**src/rtl/ppu_pipe_pkg.sv**
```systemverilog
// Shared definitions for the PPU arithmetic pipeline: op codes, issue FSM states
// and the op legality helper.
package ppu_pipe_pkg;

  typedef enum logic [2:0] {
    OP_ADD = 3'd0,
    OP_SUB = 3'd1,
    OP_MUL = 3'd2,
    OP_DIV = 3'd3,
    OP_F2P = 3'd4,
    OP_P2F = 3'd5
  } ppu_op_e;

  typedef enum logic {
    ST_IDLE     = 1'b0,
    ST_DIV_BUSY = 1'b1
  } pipe_state_e;

  localparam int unsigned OP_LAST = 5;

  // Wide argument so callers of any op width can zero-extend into it.
  function automatic logic is_legal_op(input logic [31:0] op);
    return op <= 32'(OP_LAST);
  endfunction

endpackage

```
**src/rtl/ppu_valid_delay_line.sv**
```systemverilog
// Fixed-latency delay line carrying a valid bit plus payload; no stall, bubbles
// carry a zeroed payload, and a synchronous clear wipes every stage.
module ppu_valid_delay_line
  import ppu_pipe_pkg::*;
#(
  parameter int unsigned DEPTH = 3,
  parameter int unsigned WIDTH = 7
) (
  input  logic             clk,
  input  logic             rst_n,
  input  logic             clear,
  input  logic             load,
  input  logic [WIDTH-1:0] load_data,
  output logic             exit_valid,
  output logic [WIDTH-1:0] exit_data,
  output logic             any_valid
);

  logic [DEPTH-1:0] valid_q;
  logic [WIDTH-1:0] data_q [DEPTH];

  always_ff @(posedge clk or negedge rst_n) begin
    if (!rst_n) begin
      valid_q <= '0;
      for (int unsigned k = 0; k < DEPTH; k++) data_q[k] <= '0;
    end else if (clear) begin
      valid_q <= '0;
      for (int unsigned k = 0; k < DEPTH; k++) data_q[k] <= '0;
    end else begin
      valid_q[0] <= load;
      data_q[0]  <= load ? load_data : '0;
      for (int unsigned k = 1; k < DEPTH; k++) begin
        valid_q[k] <= valid_q[k-1];
        data_q[k]  <= data_q[k-1];
      end
    end
  end

  assign exit_valid = valid_q[DEPTH-1];
  assign exit_data  = data_q[DEPTH-1];
  assign any_valid  = |valid_q;

endmodule

```
**src/rtl/ppu_pipe_ctrl.sv**
```systemverilog
// Issue and valid-tracking controller for the PPU arithmetic pipeline: valid/ready
// issue, multi-cycle DIV hold, op/tag delay line, flush and illegal-op reporting.
module ppu_pipe_ctrl
  import ppu_pipe_pkg::*;
#(
  parameter int unsigned OP_SIZE    = 3,
  parameter int unsigned TAG_W      = 4,
  parameter int unsigned PIPE_DEPTH = 3,
  parameter int unsigned DIV_CYCLES = 2
) (
  input  logic               clk,
  input  logic               rst_n,
  input  logic               valid_i,
  input  logic [OP_SIZE-1:0] op_i,
  input  logic [TAG_W-1:0]   tag_i,
  input  logic               flush_i,
  output logic               ready_o,
  output logic               valid_o,
  output logic [OP_SIZE-1:0] op_o,
  output logic [TAG_W-1:0]   tag_o,
  output logic               err_o,
  output logic               busy_o
);

  localparam int unsigned CNT_W = (DIV_CYCLES > 1) ? $clog2(DIV_CYCLES) : 1;
  localparam int unsigned PAY_W = OP_SIZE + TAG_W;
  localparam logic [OP_SIZE-1:0] DIV_CODE = OP_SIZE'(OP_DIV);
  localparam logic MULTI_DIV = (DIV_CYCLES > 1);

  pipe_state_e        state;
  logic [CNT_W-1:0]   cnt;
  logic [OP_SIZE-1:0] div_op;
  logic [TAG_W-1:0]   div_tag;
  logic               err_q;

  logic               accept;
  logic               legal;
  logic               is_div;
  logic               div_done;
  logic               ins_valid;
  logic [PAY_W-1:0]   ins_data;
  logic               line_valid;
  logic [PAY_W-1:0]   line_data;
  logic               line_busy;

  assign ready_o  = (state == ST_IDLE) && !flush_i;
  assign accept   = valid_i && ready_o;
  assign legal    = is_legal_op(32'(op_i));
  assign is_div   = (op_i == DIV_CODE);
  assign div_done = (state == ST_DIV_BUSY) && (cnt == CNT_W'(DIV_CYCLES - 1));

  // Stage 0 sees either the held DIV on its final cycle or a fresh legal op.
  always_comb begin
    ins_valid = 1'b0;
    ins_data  = '0;
    if (!flush_i) begin
      if (div_done) begin
        ins_valid = 1'b1;
        ins_data  = {div_op, div_tag};
      end else if (accept && legal && !(is_div && MULTI_DIV)) begin
        ins_valid = 1'b1;
        ins_data  = {op_i, tag_i};
      end
    end
  end

  always_ff @(posedge clk or negedge rst_n) begin
    if (!rst_n) begin
      state   <= ST_IDLE;
      cnt     <= '0;
      div_op  <= '0;
      div_tag <= '0;
      err_q   <= 1'b0;
    end else begin
      err_q <= accept && !legal;
      if (flush_i) begin
        state <= ST_IDLE;
        cnt   <= '0;
      end else begin
        case (state)
          ST_IDLE: begin
            if (accept && legal && is_div && MULTI_DIV) begin
              state   <= ST_DIV_BUSY;
              cnt     <= CNT_W'(1);
              div_op  <= op_i;
              div_tag <= tag_i;
            end
          end
          ST_DIV_BUSY: begin
            if (div_done) begin
              state <= ST_IDLE;
              cnt   <= '0;
            end else begin
              cnt <= cnt + CNT_W'(1);
            end
          end
          default: begin
            state <= ST_IDLE;
            cnt   <= '0;
          end
        endcase
      end
    end
  end

  ppu_valid_delay_line #(
    .DEPTH (PIPE_DEPTH),
    .WIDTH (PAY_W)
  ) u_delay_line (
    .clk        (clk),
    .rst_n      (rst_n),
    .clear      (flush_i),
    .load       (ins_valid),
    .load_data  (ins_data),
    .exit_valid (line_valid),
    .exit_data  (line_data),
    .any_valid  (line_busy)
  );

  assign valid_o = line_valid;
  assign op_o    = line_data[PAY_W-1:TAG_W];
  assign tag_o   = line_data[TAG_W-1:0];
  assign err_o   = err_q;
  assign busy_o  = (state != ST_IDLE) || line_busy;

endmodule

```
**config.mk**
```make
export PLATFORM = sky130hd
export DESIGN_NAME = ppu_pipe_ctrl
export DESIGN_NICKNAME = d
export VERILOG_FILES = /design/src/rtl/ppu_pipe_pkg.sv /design/src/rtl/ppu_valid_delay_line.sv /design/src/rtl/ppu_pipe_ctrl.sv
export SDC_FILE = /design/constraint.sdc
export NUM_CORES = 1
export LEC_CHECK = 0
export BUFFER_PORTS_ARGS = -buffer_cell sky130_fd_sc_hd__buf_2
export CAP_MARGIN = 20
export CORE_UTILIZATION = 45
export CTS_BUF_LIST = sky130_fd_sc_hd__clkbuf_4 sky130_fd_sc_hd__clkbuf_8
export DETAILED_ROUTE_END_ITERATION = 10
export GPL_ROUTABILITY_DRIVEN = 0
export PLACE_DENSITY = 0.66
export SYNTH_ARGS = -nofsm -noshare
export SYNTH_HDL_FRONTEND = slang
export SYNTH_SLANG_ARGS = --single-unit
```
**constraint.sdc**
```tcl
create_clock -name clk -period 2.01 [get_ports clk]
set_input_delay 0.1005 -clock clk [delete_from_list [all_inputs] [get_ports clk]]
set_output_delay 0.1005 -clock clk [all_outputs]
set_load 0.005 [all_outputs]
```
==> results of run 1 <==
-- layer usage --
metal / GRT usage, % / up-vias / routed length, um
met5: 0 / - / 0
met4: 10.7 / 0 / 51
met3: 5.12 / 7 / 115
met2: 17.0 / 27 / 754
met1: 18.0 / 346 / 837
li1: - / 358 / -
-- flip-flops by register name, indices dropped and copies added, names as in the netlist --
signal / cells
u_delay_line.data_q: 14
u_delay_line.exit_data: 7
div_tag: 4
div_op: 3
u_delay_line.valid_q: 3
cnt: 1
err_o: 1
state: 1
-- power groups by stage --
stage | registers (mW) | logic (mW) | clock network [mW]
floorplan | 0.748 | 0.0637 | 0
global placement | 0.753 | 0.0952 | 0
detailed placement | 0.754 | 0.0980 | 0
CTS | 0.741 | 0.106 | 0.412
global route | 0.745 | 0.115 | 0.445
finish | 0.740 | 0.104 | 0.395
-- through the flow --
step / setup WS [ps] / hold slack (ps) / util [%]
after global routing: 378 / 46.2 / 53.7
after detailed placement: 487 / 196 / 49.5
after floorplan: 659 / -195 / -
after CTS: 406 / 39.5 / 53.7
final: 419 / 55.8 / 53.7
after global placement: 567 / 192 / 49.5
-- path summary, 6_finish.rpt --
| kind | cells past startpoint | startpoint | to |
|---|---|---|---|
| setup / recovery | 2 | state | busy_o |
| hold / removal | 3 | op_i[0] | u_delay_line.data_q[18] |
| setup reg to reg | 3 | state | div_tag[2] |
| hold reg to reg | 1 | u_delay_line.data_q[15] | u_delay_line.data_q[8] |
| max in group asynchronous | 2 | rst_n | u_delay_line.valid_q[0] |
| min in group asynchronous | 2 | rst_n | u_delay_line.exit_data[4] |
-- worst min-delay path, cell delays in order --
cell and delay (ps):
buf_2 110, nand3b_1 80, a21oi_1 70
-- cells by family after synthesis --
| family | synth area share, % |
|---|---|
| buffers and inverters | 6.39 |
| muxes | 4.65 |
| AOI/OAI and AO/OA | 6.78 |
| DFF | 65.8 |
| and+or+nand+nor | 16.4 |
-- final cells by class --
type                       count  area, sq um  area share, %
clock buffer                   6         51.3           3.50
clock inverter                 2         12.5          0.853
multi-input combinational     50          359           24.5
sequential                    34          851           58.0
tap                           31         38.8           2.64
timing repair buffer          26          155           10.6
-- Yosys cell counts (2+ instances only) --
| cell type | n | area (sq um) |
|---|---|---|
| dfrtp_1 | 34 | 851 |
| nor2b_1 | 18 | 113 |
| buf_4 | 7 | 52.6 |
| a22o_1 | 5 | 43.8 |
| a21oi_1 | 4 | 20.0 |
| mux2_4 | 4 | 60.1 |
| and3_1 | 2 | 12.5 |
| buf_6 | 2 | 22.5 |
| clkbuf_1 | 2 | 7.51 |
| nand2_1 | 2 | 7.51 |
| nand3_1 | 2 | 10.0 |
| nand3b_1 | 2 | 15.0 |
| nor2_1 | 2 | 7.51 |
| or2_2 | 2 | 12.5 |
==> metrics.json, run 1 <==
{
  "run_status": "finished, final reports clean",
  "crit_path_max_incr_delay_ps": 540,
  "yosys_register_bits": 34,
  "fmax_mhz": 629,
  "comb_power_share_pct": 8.4,
  "tritoncts.num_buffers": 5,
  "via_total_after_detailed_routing": 738,
  "min_period_ps": 1590,
  "slew-limit-headroom_pct": 53.2,
  "initial_utilization_pct": 47.3,
  "n_fill_cell": 232,
  "setup_repair_after_global_routing_missed_its_margin": "no",
  "synth_area_sq_um": 1290,
  "grt_pass1_vias": 675,
  "r2r_setup_slack_ps": 460,
  "max_cap_violations": 0,
  "port-buffer-count": 21,
  "path_class": "register to output port",
  "num_rows": 19,
  "core-area_sq_um": 2730,
  "pwr_density_cell_nw_per_um2": 845,
  "endpoint_kind": "output port",
  "p_seq_share_pct": 59.7,
  "cts_max_path_buffers": 2,
  "arrival_ps": 1490,
  "timing.final.crit_share_pct": 79.1,
  "grt_max_degree": 35,
  "detailed_place.area_sq_um": 1350,
  "clk_pin_slew_worst_paths_ps": 100,
  "syn-mean-instance-area_sq_um": 13.6,
  "critical_path.cell_chain": "or4_1 > buf_2",
  "die_height_um": 55.6,
  "syn_to_final_growth_pct": 13.6,
  "clock-sinks": 34,
  "stdcell_area_sq_um": 1470,
  "clock-skew-final_ps": 6.30,
  "seq_area_frac_synth_pct": 65.8,
  "syn-instance-count": 95,
  "h-tree-depth": 2,
  "fp.dieArea_sq_um": 3090,
  "intPower_mw": 0.949,
  "detailed_placement_wirelength_estimate_mm": 1.12,
  "netSwitchingPower_mw": 0.291,
  "number_of_buffers_inserted_to_repair_setup_after_cts": 0,
  "most_frequent_cells_in_the_layout": "34 x dfrtp_1, 21 x buf_2, 18 x nor2b_1",
  "power.clock.fraction_pct": 31.9,
  "cellLeakagePower_nw": 0.757,
  "cp_num_buf_inv": 1,
  "placed_cells_incl_taps": 136,
  "initialDrtViolationCount": 15,
  "chipWidth_um": 55.6,
  "antenna_violating_nets_post_route": 0,
  "ir_worst_vdd_mv": 0.524,
  "wl_mm": 1.76,
  "final_layout_size_suffix_gt1_share_pct": 30.5,
  "antenna_violations_before_repair": 0,
  "setup_viol": 0,
  "synthDistinctLibCells": 21,
  "grt_overflow_total": 0,
  "ys.warnings.count": 0,
  "avgViaCountPerCell": 4.95,
  "family_of_cells_with_the_greatest_summed_delay_on_the_critical_path": "simple AND/OR/NAND/NOR gates",
  "totalPowerFinal_mw": 1.24,
  "postCtsResizedCells": 0,
  "synth_fp_nets": 106,
  "crit_slowest_cell": "or4_1",
  "worstPathRequired_ps": 1910,
  "top_level_ports": 22,
  "share_of_flip_flops_with_an_asynchronous_set_or_reset_after_synthesis_pct": 100,
  "clockRootBuffer": "clkbuf_4",
  "critPathLaunchType": "register",
  "drt-wirelength-per-cell_um": 11.8,
  "clk-insertion-delay-late_ps": 330,
  "cp_max_fo": 9,
  "top_flip_flop_cell_by_instance_count_after_synthesis": "dfrtp_1",
  "drt-pass1-iter-count": 4,
  "synth_edf_count": 0,
  "worst_pin_slew_ps": 702,
  "grt.total_usage_pct": 13.4,
  "grt_first_pass_wirelength_mm": 3.04,
  "drt_drc": 0,
  "num-nets-final": 128,
  "cts_hold_repair.buffers": 5,
  "setup_total_negative_slack_ps": 0,
  "tritoncts_clock_tree": "done",
  "timing.hold.worst.class": "input pin to register",
  "antenna_cells": 0,
  "switching_share_pct": 23.4,
  "most_common_library_cell_in_the_layout_ignoring_fill_and_taps": "dfrtp_1",
  "fin_cells": 149,
  "final_max_slew_viol_count": 0,
  "final_hold_viol_count": 0
}
Power figures use the tool's default switching activity.
==> inputs of run 2 (changes only) <==
- clock period: 2.01 -> 1.5 ns (I/O delays scaled with it)
==> metrics.json, run 2 (same netlist as run 1, synthesis figures left out) <==
{
  "run_status": "finished, final reports clean",
  "grt_pass1_vias": {"value": 739, "change": "+9.5%"},
  "reg2reg_end": "div_tag[0]",
  "wl": {"value": 2.00, "unit": "mm", "change": "+14%"},
  "clock-sinks": {"value": 34, "change": "unchanged"},
  "timing.hold.worst.class": "input pin to register",
  "most_common_library_cell_in_the_layout_ignoring_fill_and_taps": "dfrtp_1",
  "drt-wirelength-per-cell": {"value": 13.2, "unit": "um", "change": "+12%"},
  "fin_cells": {"value": 151, "change": "+1.3%"},
  "most_frequent_cells_in_the_layout": "34 x dfrtp_1, 21 x buf_2, 18 x nor2b_1",
  "cts_max_path_buffers": {"value": 2, "change": "unchanged"},
  "initialDrtViolationCount": {"value": 9, "change": "-6"},
  "ir_worst_vdd": {"value": 0.834, "unit": "mV", "change": "+59%"},
  "totalPowerFinal": {"value": 1.67, "unit": "mW", "change": "+34%"},
  "cp_max_fo": {"value": 2, "change": "-7"},
  "hold_depth": {"value": 3, "change": "unchanged"},
  "syn_to_final_growth_pct": 14.8,
  "antenna_cells": {"value": 0, "change": "unchanged"},
  "antenna_violations_before_repair": {"value": 0, "change": "unchanged"},
  "core-area": {"value": 2730, "unit": "sq um", "change": "unchanged"},
  "drt_drc": {"value": 0, "change": "unchanged"},
  "grt.total_usage": {"value": 14.7, "unit": "%", "change": "+1.3 points"},
  "max_cap_violations": {"value": 0, "change": "unchanged"},
  "clock-skew-final": {"value": 9.45, "unit": "ps", "change": "+3.15 ps"},
  "port-buffer-count": {"value": 21, "change": "unchanged"},
  "setup_total_negative_slack": {"value": 0, "unit": "ps", "change": "unchanged"},
  "clk_pin_slew_worst_paths": {"value": 100, "unit": "ps", "change": "about the same"},
  "clockRootBuffer": "clkbuf_4",
  "detailed_placement_wirelength_estimate": {"value": 1.30, "unit": "mm", "change": "+16%"},
  "chipWidth": {"value": 55.6, "unit": "um", "change": "unchanged"},
  "hold_path_startpoint": "op_i[2]",
  "cellLeakagePower": {"value": 0.767, "unit": "nW", "change": "+1.3%"},
  "register_name_with_the_most_flops": "u_delay_line.data_q",
  "largest_reg_flops": {"value": 14, "change": "unchanged"},
  "h-tree-depth": {"value": 2, "change": "unchanged"},
  "slew-limit-headroom": {"value": 51.6, "unit": "%", "change": "-1.5 points"},
  "antenna_violating_nets_post_route": {"value": 0, "change": "unchanged"},
  "top_level_ports": {"value": 22, "change": "unchanged"},
  "avgViaCountPerCell": {"value": 5.04, "change": "+1.8%"},
  "placed_cells_incl_taps": {"value": 138, "change": "+1.5%"},
  "fmax_mhz": 704,
  "r2r_setup_slack": {"value": 80, "unit": "ps", "change": "-380 ps"},
  "worst_pin_slew": {"value": 725, "unit": "ps", "change": "+23.1 ps"},
  "fp.dieArea": {"value": 3090, "unit": "sq um", "change": "unchanged"},
  "drt-pass1-iter-count": {"value": 4, "change": "unchanged"},
  "min_period_ps": 1420,
  "stdcell_area": {"value": 1480, "unit": "sq um", "change": "+1.1%"},
  "worstPathRequired": {"value": 1420, "unit": "ps", "change": "-490 ps"},
  "endpoint_kind": "output port",
  "detailed_place.area": {"value": 1370, "unit": "sq um", "change": "+1.1%"},
  "clk-insertion-delay-late": {"value": 330, "unit": "ps", "change": "about the same"},
  "final_layout_size_suffix_gt1_share": {"value": 32.5, "unit": "%", "change": "+2.0 points"},
  "path_class": "register to output port",
  "initial_utilization": {"value": 47.3, "unit": "%", "change": "unchanged"},
  "timing.final.crit_share_pct": 94.7,
  "grt_overflow_total": {"value": 0, "change": "unchanged"},
  "final_hold_viol_count": {"value": 0, "change": "unchanged"},
  "grt_first_pass_wirelength": {"value": 3.37, "unit": "mm", "change": "+11%"},
  "final_max_slew_viol_count": {"value": 0, "change": "unchanged"},
  "setup_repair_after_global_routing_missed_its_margin": "no",
  "die_height": {"value": 55.6, "unit": "um", "change": "unchanged"},
  "grt_max_degree": {"value": 35, "change": "unchanged"},
  "setup_viol": {"value": 0, "change": "unchanged"},
  "num_rows": {"value": 19, "change": "unchanged"},
  "num-nets-final": {"value": 130, "change": "+1.6%"},
  "pwr_density_cell": {"value": 1120, "unit": "nW/um^2", "change": "+33%"},
  "via_total_after_detailed_routing": {"value": 761, "change": "+3.1%"},
  "tritoncts_clock_tree": "done",
  "worstRegToRegCells": {"value": 3, "change": "unchanged"},
  "critPathLaunchType": "register",
  "whs_endpoint": "u_delay_line.data_q[20]",
  "tritoncts.num_buffers": {"value": 5, "change": "unchanged"},
  "arrival": {"value": 1350, "unit": "ps", "change": "-140 ps"},
  "r2r-start": "state"
}
[run 2: final cells by class]
class | instances | area (sq um)
well taps | 31 | 38.8
flip-flops and latches | 34 | 851
repair buffers | 28 | 170
multi-input cells | 50 | 360
clock inverters | 2 | 12.5
fillers | 235 | 1250
clock buffers | 6 | 51.3
[run 2: what timing repair did]
item	CTS	global route
buffers inserted	1	0
gates resized for setup	1	1
pin swaps	1	0
endpoints found under the setup margin	1	5
endpoints found under the hold margin	42	0
hold buffers	5	0
[run 2: per-stage QoR]
stage	worst slack (ps)	hold slack [ps]	util [%]
2_1_floorplan	149	-221	-
3_3_place_gp	186	167	50.1
3_5_place_dp	76.7	177	50.1
4_1_cts	28.8	21.6	54.6
5_1_grt	25.3	19.6	54.3
6_report	79.2	37.4	54.3
[run 2: worst max-delay path, cell delays in order (launching register included)]
cell	delay [ps]
dfrtp_1	380
or4_1	500
buf_2	140
[run 2: worst max-delay path by stage]
stage,endpoint,slack (ps),cells after the start,startpoint
finish,busy_o,80,2,u_delay_line.valid_q[0]
global route,busy_o,30,2,u_delay_line.valid_q[0]
CTS,busy_o,30,3,state
detailed placement,div_tag[0],80,3,state
global placement,div_tag[1],190,3,state
floorplan,div_tag[0],150,5,state
[run 2: where the power goes]
part	internal (mW)	switching [mW]
clock	0.225	0.303
combinational	0.0822	0.0636
sequential	0.967	0.0249
[run 2: layer usage]
metal  track usage, %  vias to the layer above  part of all wire (%)
met5                0                        -                     0
met4             8.57                        0                   2.2
met3             5.58                        7                   7.3
met2             21.2                       29                    44
met1             18.8                      365                    47
li1                 -                      360                     -
